<file path="src/rtl/arbitro_teclado_display.sv">
// Shares the keypad decoder and 6-digit display between the operacional and setup controllers.
// Each ownership change runs a guard window: keypad disabled and display blanked.
module arbitro_teclado_display #(
  parameter int unsigned GUARD_CYCLES = 4,
  parameter logic [3:0]  BLANK_BCD    = 4'hF
) (
  input  logic        clk,
  input  logic        rst,
  input  logic        setup_on,
  input  logic        data_setup_ok,
  input  logic        teclado_en_op,
  input  logic        display_en_op,
  input  logic [23:0] bcd_pac_op,
  input  logic        display_en_setup,
  input  logic [23:0] bcd_pac_setup,
  input  logic [3:0]  digitos_value,
  input  logic        digitos_valid,
  output logic        teclado_en,
  output logic [3:0]  digitos_value_op,
  output logic        digitos_valid_op,
  output logic [3:0]  digitos_value_setup,
  output logic        digitos_valid_setup,
  output logic        display_en,
  output logic [23:0] bcd_pac,
  output logic        dono
);

  typedef enum logic [1:0] {StOp, StGSetup, StSetup, StGOp} state_e;

  localparam logic [7:0] CntReload = 8'(GUARD_CYCLES - 1);

  state_e      r_state, w_state_next;
  logic [7:0]  r_cnt, w_cnt_next;
  logic        r_bloq;

  logic        r_teclado_en, w_teclado_en;
  logic [3:0]  r_value_op, w_value_op;
  logic        r_valid_op, w_valid_op;
  logic [3:0]  r_value_setup, w_value_setup;
  logic        r_valid_setup, w_valid_setup;
  logic        r_display_en, w_display_en;
  logic [23:0] r_bcd_pac, w_bcd_pac;
  logic        r_dono, w_dono;
  logic        w_key;
  logic        w_leaving;

  always_ff @(posedge clk) begin
    if (rst) begin
      r_state <= StOp;
      r_cnt   <= '0;
      r_bloq  <= 1'b0;
    end else begin
      r_state <= w_state_next;
      r_cnt   <= w_cnt_next;
      // Blocks re-entry after a finished setup until setup_on has dropped at least once.
      if (!setup_on)          r_bloq <= 1'b0;
      else if (data_setup_ok) r_bloq <= 1'b1;
    end
  end

  always_comb begin
    w_state_next = r_state;
    w_cnt_next   = r_cnt;
    unique case (r_state)
      StOp: begin
        if (setup_on && !r_bloq) begin
          w_state_next = StGSetup;
          w_cnt_next   = CntReload;
        end
      end
      StGSetup: begin
        if (!setup_on) begin
          w_state_next = StGOp;
          w_cnt_next   = CntReload;
        end else if (r_cnt == 8'd0) begin
          w_state_next = StSetup;
        end else begin
          w_cnt_next = r_cnt - 8'd1;
        end
      end
      StSetup: begin
        if (data_setup_ok || !setup_on) begin
          w_state_next = StGOp;
          w_cnt_next   = CntReload;
        end
      end
      StGOp: begin
        if (r_cnt == 8'd0) w_state_next = StOp;
        else               w_cnt_next   = r_cnt - 8'd1;
      end
      default: w_state_next = StOp;
    endcase
  end

  // A strobe counts only while the decoder was actually enabled; a leaving owner gets nothing.
  assign w_key     = digitos_valid && r_teclado_en;
  assign w_leaving = (w_state_next != r_state);

  always_comb begin
    w_teclado_en  = 1'b0;
    w_value_op    = r_value_op;
    w_valid_op    = 1'b0;
    w_value_setup = r_value_setup;
    w_valid_setup = 1'b0;
    w_display_en  = 1'b1;
    w_bcd_pac     = {6{BLANK_BCD}};
    w_dono        = 1'b0;
    unique case (r_state)
      StOp: begin
        w_teclado_en = teclado_en_op;
        w_display_en = display_en_op;
        w_bcd_pac    = bcd_pac_op;
        if (w_key && !w_leaving) begin
          w_valid_op = 1'b1;
          w_value_op = digitos_value;
        end
      end
      StSetup: begin
        w_teclado_en = 1'b1;
        w_display_en = display_en_setup;
        w_bcd_pac    = bcd_pac_setup;
        w_dono       = 1'b1;
        if (w_key && !w_leaving) begin
          w_valid_setup = 1'b1;
          w_value_setup = digitos_value;
        end
      end
      default: ;
    endcase
  end

  always_ff @(posedge clk) begin
    if (rst) begin
      r_teclado_en  <= 1'b0;
      r_value_op    <= '0;
      r_valid_op    <= 1'b0;
      r_value_setup <= '0;
      r_valid_setup <= 1'b0;
      r_display_en  <= 1'b0;
      r_bcd_pac     <= '0;
      r_dono        <= 1'b0;
    end else begin
      r_teclado_en  <= w_teclado_en;
      r_value_op    <= w_value_op;
      r_valid_op    <= w_valid_op;
      r_value_setup <= w_value_setup;
      r_valid_setup <= w_valid_setup;
      r_display_en  <= w_display_en;
      r_bcd_pac     <= w_bcd_pac;
      r_dono        <= w_dono;
    end
  end

  assign teclado_en          = r_teclado_en;
  assign digitos_value_op    = r_value_op;
  assign digitos_valid_op    = r_valid_op;
  assign digitos_value_setup = r_value_setup;
  assign digitos_valid_setup = r_valid_setup;
  assign display_en          = r_display_en;
  assign bcd_pac             = r_bcd_pac;
  assign dono                = r_dono;

endmodule

</file>
<file path="config.mk">
export PLATFORM = sky130hd
export DESIGN_NAME = arbitro_teclado_display
export DESIGN_NICKNAME = d
export VERILOG_FILES = /design/src/rtl/arbitro_teclado_display.sv
export SDC_FILE = /design/constraint.sdc
export NUM_CORES = 1
export LEC_CHECK = 0
export BUFFER_PORTS_ARGS = -buffer_cell sky130_fd_sc_hd__buf_2
export CAP_MARGIN = 20
export CORE_MARGIN = 10
export CORE_UTILIZATION = 35
export CTS_CLUSTER_DIAMETER = 30
export CTS_CLUSTER_SIZE = 25
export DETAILED_ROUTE_END_ITERATION = 7
export PLACE_DENSITY = 0.67
export SYNTH_ARGS = -nofsm -noshare
export SYNTH_HDL_FRONTEND = slang
export SYNTH_SLANG_ARGS = --single-unit
</file>
<file path="constraint.sdc">
create_clock -name clk -period 1.8 [get_ports clk]
set_input_delay 0.45 -clock clk [delete_from_list [all_inputs] [get_ports clk]]
set_output_delay 0.45 -clock clk [all_outputs]
set_load 0.01 [all_outputs]
</file>
==> flow_summary_export.csv <==
group,metric,value,unit
global_routing,grt_usage,11.57,%
timing,finClkSkew,0.004510,ns
run_status,status,"complete, no violations",
yosys,synth_adder_area_share,0.6596,%
final_layout,final_cell_count_no_fill,360,
yosys,syn_avg_cell_area,9.983,µm²
clocking,cts.clk_slew.worst_paths,0.09,ns
place,portBuffers,96,
clocking,htree_levels,2,
critical_path,crit_path_max_incr_delay,0.42,ns
critical_path,end_kind,"flip-flop",
clocking,numCtsBuffers,5,
yosys,yosysSeqAreaShare,50.66,%
yosys,synth.distinct_cells,36,
power_and_ir_drop,p_clk_share,24.9,%
routing,met1_length,2099,µm
power_and_ir_drop,switchingPower,777.8,µW
critical_path,path_class,"flip-flop to flip-flop",
global_routing,grt_pass1_vias,1720,
timing,rsz0062_at_grt,"no",
power_and_ir_drop,switching_share,30.54,%
floorplanning,num_rows,26,
critical_path,cp_cell_sequence,"inv_1 > ha_2 > or3b_4 > o211ai_2 > nor3_1 > a211o_1",
yosys,synth-seq-cells,48,
global_routing,antenna_found_initial,0,
routing,met2WireLength,2404,µm
yosys,synthesis.nets,251,
critical_path,crit_family,"simple AND/OR/NAND/NOR gates",
timing,slew_viol_final,0,
final_layout,drive_gt1_share,40.69,%
timing,fin_crit_sh,92.40,%
timing,tightest_slew,0.4477,ns
floorplanning,die-area,0.008764,mm²
yosys,synth_area_leaders,"dfxtp_1 (51%), mux2i_1 (17%), a21oi_1 (8.2%)",
critical_path,required,2.00,ns
routing,drc,0,
critical_path,arrival,1.86,ns
floorplanning,initial_utilization,36.67,%
yosys,synth_top_family_by_area,"multiplexers",
yosys,synthMuxAreaShare,17.41,%
final_layout,utilization,49.73,%
floorplanning,core-area,0.005172,mm²
final_layout,fin_nets,350,
place,globalplace.congestion,0.8628,
critical_path,worst-path-max-fanout,6,
floorplanning,die_w,93.62,µm
routing,finalWirelength,5198,µm
power_and_ir_drop,p_per_area,990.1,mW/mm²
power_and_ir_drop,comb_power_share,26.8,%
clocking,clock_path_buffers,2,
critical_path,startpoint_type,"flip-flop",
global_routing,grt_pass1_wl,8266,µm
timing,slew_headroom,69.84,%
final_layout,fin_area,0.002572,mm²
routing,drtIter0Drc,131,
place,dp_cells,352,
yosys,synth-compound-area-share,15.83,%
power_and_ir_drop,peakVddDrop,0.0005124,V
global_routing,grt_max_degree,26,
final_layout,syn_to_final_growth,35.62,%
min_path,worst_hold_path_type,"primary input to flip-flop",
place,place_area,0.002479,mm²
yosys,synth_cells,190,
place,dp_hpwl,4143,µm
yosys,ys.warnings.count,0,
routing,via_per_inst,4.908,
yosys,synth-xor-area-share,0,%
yosys,yosys.area_share.simple,11.15,%
routing,dr.max_layer_used,"met4",
routing,via_count,1767,
global_routing,grt.overflow.total,0,
yosys,netlist.area_leader.share,50.66,%
yosys,syn_area,0.001897,mm²
routing,route.met3.wl,605,µm
final_layout,antenna_cells,0,
power_and_ir_drop,power_frac_seq,48.3,%
yosys,synth_top_area_cell,"dfxtp_1",
power_and_ir_drop,power.internal,1.769,mW
floorplanning,die_y,93.62,µm
timing,setup_tns,0,ns
timing,finalHoldViolations,0,
timing,min_period,1.663,ns
timing,finalSetupViolCount,0,
critical_path,critPathBufInv,1,
power_and_ir_drop,totalPowerFinal,2.547,mW
routing,ant_nets,0,
clocking,cts_tree,"built",
routing,wl_per_cell,14.44,µm
routing,dr.pass1.iters,4,
clocking,cts.sinks,48,
clocking,cts_root_buf,"clkbuf_8",
critical_path,slowest_stage,"or3b_4",
clocking,clk-insertion-delay-late,0.30,ns
floorplanning,io_pins,97,
power_and_ir_drop,p_leak,1.203,nW
timing,fmaxAchievable,601.2,MHz
flow_run,cap_violations,0,
-- cells by family after synthesis --
| logic type | Yosys count |
|---|---|
| adders and majority gates | 1 |
| AOI/OAI and AO/OA | 50 |
| and+or+nand+nor | 39 |
| buffers and inverters | 19 |
| DFF | 48 |
| muxes | 33 |
-- cell usage in the layout, fill, tap and decap left out, drive strengths merged --
cell,count
o21ai,4
a22o,1
clkinvlp,1
o211ai,1
nand2,2
a21o,2
or3,2
a221oi,1
inv,5
dfxtp,48
a31oi,2
o31ai,2
nor3b,1
o21a,1
o211a,1
or3b,1
o2bb2ai,1
a311oi,1
and3,2
nor3,6
a21oi,31
a211o,1
nor2,13
clkbuf,6
nand3,2
nor2b,1
or4,2
mux2i,33
nor4,4
clkinv,1
and4,1
buf,106
o31a,1
ha,1
nand3b,2
-- synthesized netlist by cell type --
cell / n
a211o_1: 1
a21o_1: 2
a21oi_1: 31
a221oi_1: 1
a22o_1: 1
a311oi_1: 1
a31oi_1: 2
and3_1: 2
and4_1: 1
buf_1: 2
buf_2: 2
buf_6: 1
clkbuf_1: 9
dfxtp_1: 48
ha_1: 1
inv_1: 5
mux2i_1: 33
nand2_1: 2
nand3_1: 2
nand3b_1: 2
nor2_1: 13
nor2b_1: 1
nor3_1: 6
nor3b_1: 1
nor4_1: 4
o211a_1: 1
o211ai_2: 1
o21a_1: 1
o21ai_0: 4
o2bb2ai_1: 1
o31a_1: 1
o31ai_1: 2
or3_1: 2
or3b_1: 1
or4_1: 1
or4_4: 1
-- state kept, by name, summed over array words and instances, names as in the netlist --
register,cells
dono,1
r_state,2
r_bloq,1
digitos_value_op,4
digitos_value_setup,4
digitos_valid_op,1
r_cnt,8
digitos_valid_setup,1
bcd_pac,24
display_en,1
teclado_en,1
-- routing by layer --
| metal | vias up | global-route usage, % |
|---|---|---|
| li1 | 883 | - |
| met1 | 808 | 12.66 |
| met2 | 70 | 18.39 |
| met3 | 6 | 6.315 |
| met4 | 0 | 4.557 |
| met5 | - | 0 |
-- cell type report --
class                      count  area, µm²
clock buffer                   6      72.57
clock inverter                 2      16.27
fill                         509       2600
inverter                       5      18.77
multi-input combinational    123      859.6
sequential                    48      962.2
tap                           70      87.58
timing repair buffer         106      555.5
-- worst paths after layout --
| check | to | slack, ns | depth (start not counted) | from |
|---|---|---|---|---|
| worst max-delay path | r_cnt[7] | 0.14 | 6 | r_cnt[1] |
| worst min-delay path | digitos_value_setup[0] | 0.40 | 3 | digitos_value[0] |
| worst max register to register | r_cnt[7] | 0.14 | 6 | r_cnt[1] |
| worst min register to register | digitos_value_op[1] | 0.50 | 2 | digitos_value_op[1] |
-- repair_timing --
item,CTS,global route
setup endpoints to repair,0,5
hold buffers,0,0
gates resized for setup,0,2
setup buffers,0,0
-- worst reg2reg max path: cells and delay by family (launching register included) --
kind,cells,cell delay (ns)
compound gates,2,0.43
simple gates,2,0.49
buf+inv,1,0.09
flops,1,0.34
fa+ha+maj,1,0.20
-- power by group through the flow --
stage | Clock, mW | Combinational [mW] | Sequential (mW)
after floorplan | 0 | 0.396 | 1.29
after global placement | 0 | 0.666 | 1.25
after detailed placement | 0 | 0.680 | 1.26
after CTS | 0.665 | 0.682 | 1.23
after global routing | 0.706 | 0.763 | 1.25
final | 0.635 | 0.683 | 1.23
-- through the flow --
stage	setup slack, ns	hold WS [ns]
2_1_floorplan	0.1036	0.4724
3_3_place_gp	0.1087	0.4707
3_5_place_dp	0.06229	0.4836
4_1_cts	0.04165	0.3881
5_1_grt	0.02025	0.3977
6_report	0.1367	0.3971
No activity file was read; power rests on OpenSTA's default activity.
